===== src/rtl/mux81_scan_ctrl_pkg.sv =====
// Shared types and sizes for the 8:1 mux scan controller and its channel bank.
package mux81_scan_ctrl_pkg;

    typedef enum logic {
        ST_IDLE = 1'b0,
        ST_SCAN = 1'b1
    } state_e;

    localparam int unsigned NUM_CH      = 8;
    localparam int unsigned SEL_W       = 3;
    localparam int unsigned DEF_W       = 4;
    localparam int unsigned DEF_DWELL_W = 8;

    // Last channel index, used for pass wrap / termination.
    localparam logic [SEL_W-1:0] LAST_CH = SEL_W'(NUM_CH - 1);

endpackage


===== src/rtl/mux81_chan_bank.sv =====
// Eight write-addressed channel registers that feed mux data inputs A0..A7.
module mux81_chan_bank
    import mux81_scan_ctrl_pkg::*;
#(
    parameter int unsigned W = DEF_W
) (
    input  logic             clk,
    input  logic             rst_n,
    input  logic             wr_en,
    input  logic [SEL_W-1:0] wr_addr,
    input  logic [W-1:0]     wr_data,
    output logic [W-1:0]     ch0,
    output logic [W-1:0]     ch1,
    output logic [W-1:0]     ch2,
    output logic [W-1:0]     ch3,
    output logic [W-1:0]     ch4,
    output logic [W-1:0]     ch5,
    output logic [W-1:0]     ch6,
    output logic [W-1:0]     ch7
);

    logic [W-1:0] bank_q [NUM_CH];
    logic [W-1:0] bank_d [NUM_CH];

    always_comb begin
        bank_d = bank_q;
        if (wr_en) begin
            bank_d[wr_addr] = wr_data;
        end
    end

    always_ff @(posedge clk) begin
        if (!rst_n) begin
            bank_q <= '{default: '0};
        end else begin
            bank_q <= bank_d;
        end
    end

    assign ch0 = bank_q[0];
    assign ch1 = bank_q[1];
    assign ch2 = bank_q[2];
    assign ch3 = bank_q[3];
    assign ch4 = bank_q[4];
    assign ch5 = bank_q[5];
    assign ch6 = bank_q[6];
    assign ch7 = bank_q[7];

endmodule


===== src/rtl/mux81_scan_ctrl.sv =====
// Scan controller for the 4-bit 8:1 bus mux: channel bank, select sequencer with
// programmable dwell, and tagged capture of the mux output.
module mux81_scan_ctrl
    import mux81_scan_ctrl_pkg::*;
#(
    parameter int unsigned W       = DEF_W,
    parameter int unsigned DWELL_W = DEF_DWELL_W
) (
    input  logic               clk,
    input  logic               rst_n,
    input  logic               wr_en,
    input  logic [2:0]         wr_addr,
    input  logic [W-1:0]       wr_data,
    input  logic               start,
    input  logic               cont,
    input  logic [DWELL_W-1:0] dwell,
    input  logic               stop,
    output logic [W-1:0]       ch0,
    output logic [W-1:0]       ch1,
    output logic [W-1:0]       ch2,
    output logic [W-1:0]       ch3,
    output logic [W-1:0]       ch4,
    output logic [W-1:0]       ch5,
    output logic [W-1:0]       ch6,
    output logic [W-1:0]       ch7,
    output logic [2:0]         sel,
    input  logic [W-1:0]       mux_data,
    output logic [W-1:0]       out_data,
    output logic [2:0]         out_ch,
    output logic               out_valid,
    output logic               busy,
    output logic               done
);

    state_e             state_q, state_d;
    logic [DWELL_W-1:0] cnt_q, cnt_d;
    logic [DWELL_W-1:0] deff_q, deff_d;
    logic               cont_q, cont_d;
    logic [SEL_W-1:0]   sel_q, sel_d;
    logic [W-1:0]       out_data_q, out_data_d;
    logic [SEL_W-1:0]   out_ch_q, out_ch_d;
    logic               out_valid_q, out_valid_d;
    logic               done_q, done_d;
    logic               busy_q, busy_d;

    logic               start_ok_c;
    logic               capture_c;
    logic               last_c;
    logic [DWELL_W-1:0] dwell_eff_c;

    mux81_chan_bank #(
        .W (W)
    ) u_bank (
        .clk     (clk),
        .rst_n   (rst_n),
        .wr_en   (wr_en),
        .wr_addr (wr_addr),
        .wr_data (wr_data),
        .ch0     (ch0),
        .ch1     (ch1),
        .ch2     (ch2),
        .ch3     (ch3),
        .ch4     (ch4),
        .ch5     (ch5),
        .ch6     (ch6),
        .ch7     (ch7)
    );

    // Stop outranks both a new start and a coincident capture.
    assign start_ok_c  = (state_q == ST_IDLE) && start && !stop;
    assign capture_c   = (state_q == ST_SCAN) && !stop && (cnt_q == '0);
    assign last_c      = capture_c && (sel_q == LAST_CH) && !cont_q;
    assign dwell_eff_c = (dwell == '0) ? DWELL_W'(1) : dwell;

    always_ff @(posedge clk) begin
        if (!rst_n) begin
            state_q     <= ST_IDLE;
            cnt_q       <= '0;
            deff_q      <= '0;
            cont_q      <= 1'b0;
            sel_q       <= '0;
            out_data_q  <= '0;
            out_ch_q    <= '0;
            out_valid_q <= 1'b0;
            done_q      <= 1'b0;
            busy_q      <= 1'b0;
        end else begin
            state_q     <= state_d;
            cnt_q       <= cnt_d;
            deff_q      <= deff_d;
            cont_q      <= cont_d;
            sel_q       <= sel_d;
            out_data_q  <= out_data_d;
            out_ch_q    <= out_ch_d;
            out_valid_q <= out_valid_d;
            done_q      <= done_d;
            busy_q      <= busy_d;
        end
    end

    always_comb begin
        state_d = state_q;
        case (state_q)
            ST_IDLE: begin
                if (start_ok_c) begin
                    state_d = ST_SCAN;
                end
            end
            ST_SCAN: begin
                if (stop || last_c) begin
                    state_d = ST_IDLE;
                end
            end
            default: state_d = ST_IDLE;
        endcase
    end

    // Dwell counting, select sequencing and sample capture.
    always_comb begin
        cnt_d       = cnt_q;
        deff_d      = deff_q;
        cont_d      = cont_q;
        sel_d       = sel_q;
        out_data_d  = out_data_q;
        out_ch_d    = out_ch_q;
        out_valid_d = 1'b0;
        done_d      = 1'b0;
        case (state_q)
            ST_IDLE: begin
                sel_d = '0;
                if (start_ok_c) begin
                    cont_d = cont;
                    deff_d = dwell_eff_c;
                    cnt_d  = dwell_eff_c - DWELL_W'(1);
                end
            end
            ST_SCAN: begin
                if (stop) begin
                    sel_d = '0;
                    cnt_d = '0;
                end else if (cnt_q != '0) begin
                    cnt_d = cnt_q - DWELL_W'(1);
                end else begin
                    out_data_d  = mux_data;
                    out_ch_d    = sel_q;
                    out_valid_d = 1'b1;
                    cnt_d       = deff_q - DWELL_W'(1);
                    if (sel_q != LAST_CH) begin
                        sel_d = sel_q + SEL_W'(1);
                    end else begin
                        sel_d  = '0;
                        done_d = !cont_q;
                    end
                end
            end
            default: sel_d = '0;
        endcase
    end

    assign busy_d = (state_d == ST_SCAN);

    assign sel       = sel_q;
    assign out_data  = out_data_q;
    assign out_ch    = out_ch_q;
    assign out_valid = out_valid_q;
    assign done      = done_q;
    assign busy      = busy_q;

endmodule


===== config.mk =====
export PLATFORM = sky130hd
export DESIGN_NAME = mux81_scan_ctrl
export DESIGN_NICKNAME = d
export VERILOG_FILES = /design/src/rtl/mux81_scan_ctrl_pkg.sv /design/src/rtl/mux81_chan_bank.sv /design/src/rtl/mux81_scan_ctrl.sv
export SDC_FILE = /design/constraint.sdc
export NUM_CORES = 1
export LEC_CHECK = 0
export CAP_MARGIN = 40
export CORE_UTILIZATION = 45
export DETAILED_ROUTE_END_ITERATION = 12
export PLACE_DENSITY = 0.8
export SYNTH_ARGS = -nofsm -noshare
export SYNTH_HDL_FRONTEND = slang
export SYNTH_SLANG_ARGS = --single-unit

===== constraint.sdc =====
create_clock -name clk -period 2.4 [get_ports clk]
set_clock_uncertainty 0.2 [all_clocks]
set_input_delay 0.36 -clock clk [delete_from_list [all_inputs] [get_ports clk]]
set_output_delay 0.36 -clock clk [all_outputs]
set_load 0.02 [all_outputs]

# Word level (Yosys, flattened, before mapping)
# Index checks and enable logic that the tools add are counted.
# totals
regBits	62
wordCells	65
out_inout_bits	45
# op_classes
n_eq_ne	4
reduce_logical	17
add_sub_neg	4
n_mux	16
magnitude_cmp	2
n_bitwise	5
# ops
op	count
$bwmux 32	1
$mux 8	4
$sub 8x1->8 const B	3
$logic_not 8->1	2
$pmux 8 s2	1
$demux 4 s3	1
$mux 3	3
$reduce_bool 8->1	1
$logic_and 1x1->1	7
$ne 3x3->1 const B	2
$pmux 3 s2	1
$reduce_or 5->1	1
$ge 4x4->1 const B	1
$lt 4x1->1 const B	1
$mux 4	1
$not 1->1	4
$not 3->4	1
$add 3x1->3 const B	1
$eq 3x3->1 const B	1
$mux 1	3
$reduce_and 3->1	1
$reduce_or 3->1	1
$logic_not 1->1	2
$ne 2x2->1 const B	1
other kinds (3)	3

# Longest topological paths before layout
# Gate-level depths: netlist of run 1.
# depth
depth_word	8
mapped_depth	10

# By module
# A second synthesis of run 1 with hierarchy kept.
# unflattened
hier_cells	314
area_unflattened_um2	2851.5
# modules_own_cells
module	cells_per_inst	area_per_inst_um2	instances
mux81_scan_ctrl	195	1596.5	1
mux81_chan_bank	119	1255.0	1

# Worst setup path after synthesis of run 1
# OpenSTA, ideal clock, no wires.
# synth_timing
path_type	register to register
startpoint	reg cnt_q[0]
endpoint	reg cnt_q[4]
t_required_ns	2.121
synth_period_minus_slack_ns	2.396
setup_slack_ns	0.004
stages_incl_launch_ff	10
t_arrival_ns	2.117
path_cell_list	dfxtp_1 -> or3_1 -> buf_6 -> nor3_4 -> buf_6 -> a21oi_1 -> ha_1 -> or3b_2 -> mux2_1 -> o211ai_1
# synth_between
elab_chain_cells	4
# synth_lines
element	line	source
start, declared	mux81_scan_ctrl.sv:36	logic [DWELL_W-1:0] cnt_q, cnt_d;
start signal, assigned	mux81_scan_ctrl.sv:89	cnt_q <= cnt_d;
$sub 8x1->8 / $reduce_bool 8->1 (equally long branches)	mux81_scan_ctrl.sv:142, mux81_scan_ctrl.sv:141	
$mux 8 *	mux81_scan_ctrl.sv:141	end else if (cnt_q != '0) begin
$mux 8 *	mux81_scan_ctrl.sv:138	if (stop) begin
$pmux 8 s2 *	mux81_scan_ctrl.sv:128	case (state_q)
# Mark *: on every way between the ends. The rest lies on a longest branch, timed or not.
# A chain may end at the register's enable or synchronous reset.

# Final worst setup path of run 1
# Same ends and word-level chain as after synthesis.

==> flow_summary.yaml, run 1 <==
grt:
  grt_use_total_pct: 24.1
  grt_pass1_vias: 2558
  grt_pass1_wl_um: 12300
  antenna_found_initial: 0
  grt_max_degree: 33
  overflow: 0
critical_path:
  r2r_start: "cnt_q[0]"
  cp.required_ps: 2450
  crit_type: "flip-flop to flip-flop"
  cp.arrival_ps: 2330
  rr_endpoint: "cnt_q[4]"
  start_kind: "flip-flop"
  crit_path_end_kind: "flip-flop"
  cp_max_fo: 4
  crit_path_end: "cnt_q[4]"
  crit_start: "cnt_q[0]"
  r2r_cells: 7
  r2r_slack_ps: 120
placed_design:
  dp.cells: 481
  port_buffers: 69
  place_hpwl_um: 5590
  routabilityCongestion: 0.949
layout:
  drive_gt1_share_pct: 15.2
  final_nets: 446
  layoutNonFillerInstCount: 497
  area_growth_pct: 39.7
  final_common_cell: "clkdlybuf4s50_1"
  fillCellCount: 498
  final_cell_mix: "clkdlybuf4s50_1 (69), dfxtp_1 (61), nor2_1 (51), mux2i_1 (35), buf_4 (34)"
  n_antenna_cell: 0
sta:
  hold_viol: 0
  slew_violations: 0
  min_period_ps: 2280
  final.setup.tns_ps: 0
  max_slew_margin_pct: 68.6
  setup_viol: 0
  fin_crit_sh_pct: 94.8
  max_freq_mhz: 439
  rsz0062_at_grt: "no"
  worst_pin_slew_ps: 465
logic_synthesis:
  synth_nets: 353
  syn_area_sq_um: 2900
  yosysWarnings: 0
  synth_top_cells_by_area: "dfxtp_1 (43%), mux2i_1 (12%), nor2_1 (6.6%)"
  ys_types: 52
  yosysTopAreaCell: "dfxtp_1"
  ys_ff_latch: 62
  syn_inst: 324
  synth-edff-count: 0
  synth_top_area_share_pct: 42.8
  async_reset_ff_share_pct: 0
  syn_area_per_cell_sq_um: 8.96
  synth_flop_cell: "dfxtp_1"
  yosysSeqAreaShare_pct: 42.8
clocking:
  cts_tree: "done"
  cts-root-buf: "clkbuf_8"
  insertion_delay_ps: 330
  cts.path.max_buffers: 2
  cts_buffers: 9
  clock_sinks: 62
  clk_pin_slew_worst_paths_ps: 70
  cts_hold_buf: 0
  cts.htree.levels: 3
detailed_routing:
  routed_via_density: 5.42
  wl_um: 7530
  via_count: 2693
  drtIter0Drc: 137
  first_pass_iters: 5
  drc: 0
  antenna_left: 0
  wl_per_cell_um: 15.2
power_and_ir_drop:
  power_frac_comb_pct: 18.8
  cellLeakagePower_uw: 0.00159
  p_int_uw: 1790
  seqPwrFrac_pct: 43.7
  p_clk_share_pct: 37.5
  p_sw_uw: 696
  swShare_pct: 28.0
  peakVddDrop_uv: 426
  cellPowerDensity_nw_per_um2: 614
outcome:
  status: "finished clean"
die:
  rows: 28
  num_io_pins: 70
  die-area_sq_um: 6770
  initial_utilization_pct: 47.9
  fp.coreArea_sq_um: 6060
  die_height_um: 82.3
  die_w_um: 82.3
run:
  maxCapViolCount: 0
hold_path:
  min_path_type: "flip-flop to flip-flop"
  min-delay-start: "out_ch[2]"
final cells by class:
| cell class | instances | area, sq um | area share, % |
|---|---|---|---|
| clock buffer | 10 | 138 | 3.40 |
| clock inverter | 6 | 70.1 | 1.73 |
| inverter | 7 | 26.3 | 0.648 |
| multi-input combinational | 234 | 1540 | 37.9 |
| sequential | 62 | 1240 | 30.7 |
| tap | 75 | 93.8 | 2.32 |
| timing repair buffer | 103 | 946 | 23.3 |
critical path, stage by stage, from the launching register on:
cell	delay, ps
dfxtp_1	310
or3_1	430
nor3_4	210
a21oi_1	90
ha_1	240
or3b_2	230
mux2_1	330
o211ai_1	150
layer usage:
layer	vias to the layer above	GRT usage, %	wire length, um
met3	11	6.92	501
met2	99	39.6	3620
met4	0	7.54	91
met5	-	0	0
li1	1348	-	-
met1	1235	30.5	3330
power by group through the flow:
stage / Sequential (uW) / Combinational (uW) / Clock, uW
floorplan: 1130 / 264 / 0
global placement: 1110 / 460 / 0
detailed placement: 1110 / 463 / 0
CTS: 1090 / 466 / 960
global route: 1090 / 512 / 1010
finish: 1090 / 467 / 934
cell usage after synthesis, drive strengths merged, types with 2 or more instances:
master,number
a211o,2
a211oi,4
a21oi,23
a221o,2
a41oi,2
buf,5
clkbuf,16
dfxtp,62
ha,4
inv,6
mux2i,35
nand2,25
nand2b,4
nand3,8
nand4,5
nand4b,3
nor2,51
nor2b,4
nor3,11
nor3b,4
nor4,5
o21ai,9
o22ai,5
o311ai,2
o31ai,3
o41ai,2
or3,3
or4,2
xnor2,2
xor2,2
cell families after synthesis:
family,count (synthesis),share of synthesized area [%]
compound gates,61,14.6
xor+xnor,4,1.21
fa+ha+maj,4,1.72
buf+inv,28,4.27
flops,62,42.8
mux,36,12.5
simple gates,129,23.0
timing repair:
action | in CTS | in global routing
gates resized for setup | 0 | 1
setup endpoints to repair | 0 | 1
buffers inserted | 0 | 0
state kept, by name (all words and copies together), names as in the netlist, 3 cells and up:
signal	count
cnt_q	8
deff_q	8
out_data	4
u_bank.ch0	4
u_bank.ch1	4
u_bank.ch2	4
u_bank.ch3	4
u_bank.ch4	4
u_bank.ch5	4
u_bank.ch6	4
u_bank.ch7	4
out_ch	3
sel	3
metrics by stage:
| step | util (%) | power [uW] | hold WS [ps] | cell area (sq um) | setup WS (ps) |
|---|---|---|---|---|---|
| floorplan | - | 1390 | 216 | 2900 | 4.09 |
| global placement | 63.4 | 1570 | 241 | 3840 | -88.7 |
| detailed placement | 63.4 | 1570 | 244 | 3840 | -151 |
| CTS | 66.8 | 2510 | 259 | 4050 | 115 |
| global route | 66.9 | 2610 | 290 | 4050 | 7.63 |
| finish | 66.9 | 2490 | 257 | 4050 | 125 |
how the worst min path moves through the flow:
stage                        to  slack (ps)  depth (start not counted)
finish                out_ch[2]         260                          2
global route          out_ch[2]         290                          2
CTS                        done         260                          1
detailed placement         done         240                          1
global placement    out_data[2]         240                          2
floorplan                  done         220                          1
No activity file was read; power rests on OpenSTA's default activity.
==> run 2: changes to the inputs <==
Settings changed: CELL_PAD_IN_SITES_DETAIL_PLACEMENT from default to 1, CELL_PAD_IN_SITES_GLOBAL_PLACEMENT from default to 2, CORE_UTILIZATION 45 to 26, PLACE_DENSITY 0.8 to 0.79.
==> run 2 against run 1 <==
Against the previous run:
- utilization fell by 28 points
- final area rose by 2.9%
- worst hold slack improved by 2.6 ps
- combinational power rose by 6.9%
- critical path depth did not move
- register-to-register slack barely moved
- count of clock-buffer cells in the layout fell by 1
- maximum frequency fell by 0.46%
- largest cell class unchanged
- first-iteration DRC count fell by 22%
- critical endpoint unchanged
- total power rose by 1.2%
- cell count rose by 14%
- sequential share of layout area fell by 0.87 points
==> flow_summary.yaml, run 2 (same netlist as run 1, synthesis figures left out) <==
critical_path:
  start_kind: "flip-flop"
  crit_path_end_kind: "flip-flop"
  cp.required_ps: 2470
  cp_max_fo: 3
  rr_endpoint: "cnt_q[4]"
  r2r_start: "cnt_q[0]"
  crit_type: "flip-flop to flip-flop"
  r2r_slack_ps: 110
  r2r_cells: 7
  cp.arrival_ps: 2350
hold_path:
  min-delay-start: "cont_q"
  min_path_type: "flip-flop to flip-flop"
  hold_end: "done"
  whs_path_depth: 1
sta:
  fin_crit_sh_pct: 95.2
  hold_viol: 0
  max_slew_margin_pct: 65.8
  setup_ws_ps: 114
  rsz0062_at_grt: "no"
  min_period_ps: 2290
  worst_pin_slew_ps: 512
  max_freq_mhz: 437
  slew_violations: 0
  setup_viol: 0
die:
  die-area_sq_um: 11600
  fp.coreArea_sq_um: 10800
  initial_utilization_pct: 26.8
  die_w_um: 108
  die_height_um: 108
  rows: 38
  num_io_pins: 70
clocking:
  cts_tree: "done"
  clk_pin_slew_worst_paths_ps: 80
  clock_sinks: 62
  cts_hold_buf: 0
  cts.htree.levels: 3
  cts.path.max_buffers: 2
  cts-root-buf: "clkbuf_8"
  insertion_delay_ps: 350
  cts_buffers: 9
detailed_routing:
  drc: 0
  drtIter0Drc: 107
  routed_via_density: 4.87
  first_pass_iters: 4
  via_count: 2756
  antenna_left: 0
  wl_um: 8920
  wl_per_cell_um: 15.8
layout:
  final_cell_mix: "clkdlybuf4s50_1 (69), dfxtp_1 (61), nor2_1 (51), buf_4 (37), mux2i_1 (35)"
  area_growth_pct: 43.8
  final_nets: 450
  drive_gt1_share_pct: 16.2
  final_common_cell: "clkdlybuf4s50_1"
  n_antenna_cell: 0
  reg_top3: "cnt_q (8), deff_q (8)"
placed_design:
  dp_slack_ps: -120
  place_hpwl_um: 6690
  routabilityCongestion: 0.875
  port_buffers: 69
power_and_ir_drop:
  cellPowerDensity_nw_per_um2: 604
  cellLeakagePower_uw: 0.00162
  total_power_uw: 2520
  peakVddDrop_uv: 247
grt:
  antenna_found_initial: 0
  grt_use_total_pct: 16.4
  grt_pass1_wl_um: 14400
  grt_max_degree: 53
  overflow: 0
  grt_pass1_vias: 2850
run:
  maxCapViolCount: 0
outcome:
  status: "finished clean"
run 2: cell count changes in the layout (fill, tap and decap cells not counted):
cell	delta
clkinv_2	+2
clkinv_4	+1
buf_12	+1
or3_1	-1
buf_4	+3
clkinvlp_4	-2
or3_4	+1
clkbuf_8	-1
run 2: what timing repair did:
action,CTS,global route
endpoints found under the setup margin,0,1
gates resized for setup,0,2
setup buffers,0,1
run 2: through the flow:
step	cells	cell area, sq um	utilization [%]	hold slack (ps)	setup TNS [ps]
floorplan	324	2900	-	216	0
global placement	549	3960	36.5	245	-63.4
detailed placement	549	3960	36.5	257	-226
CTS	565	4160	38.4	272	0
global route	566	4170	38.5	298	0
finish	566	4170	38.5	260	0
run 2: final cells by class:
type / count / area, sq um
Sequential cell: 62 / 1240
Clock buffer: 9 / 124
Clock inverter: 7 / 73.8
Tap cell: 140 / 175
Inverter: 7 / 26.3
Multi-Input combinational cell: 234 / 1540
Fill cell: 1296 / 6670
Timing Repair Buffer: 107 / 988
run 2: critical path: stages, from the launching register on:
cell	delay [ps]
dfxtp_1	310
or3_4	410
nor3_4	230
a21oi_1	100
ha_1	230
or3b_2	220
mux2_1	330
o211ai_1	160
run 2: how the worst max path moves through the flow:
stage / start / endpoint / slack [ps] / depth (start not counted)
finish: cnt_q[0] / cnt_q[4] / 110 / 7
CTS: cnt_q[2] / cnt_q[4] / 10 / 7
global route: cnt_q[1] / cnt_q[4] / 3 / 7
detailed placement: dwell[2] / cnt_q[6] / -120 / 8
global placement: dwell[7] / cnt_q[6] / -50 / 8
floorplan: cnt_q[0] / cnt_q[4] / 4 / 9
run 2: report_power, final:
group          switching, uW  internal (uW)  total [uW]  leakage, uW
Sequential              28.0           1060        1090     0.000504
Clock                    449            482         931    0.0000996
Combinational            266            233         499      0.00102
run 2: layer usage:
metal / track usage [%] / up-vias / wire (um)
li1: - / 1354 / -
met1: 20.3 / 1327 / 4160
met2: 27.1 / 66 / 4220
met3: 3.87 / 9 / 410
met4: 7.05 / 0 / 119
met5: 0 / - / 0
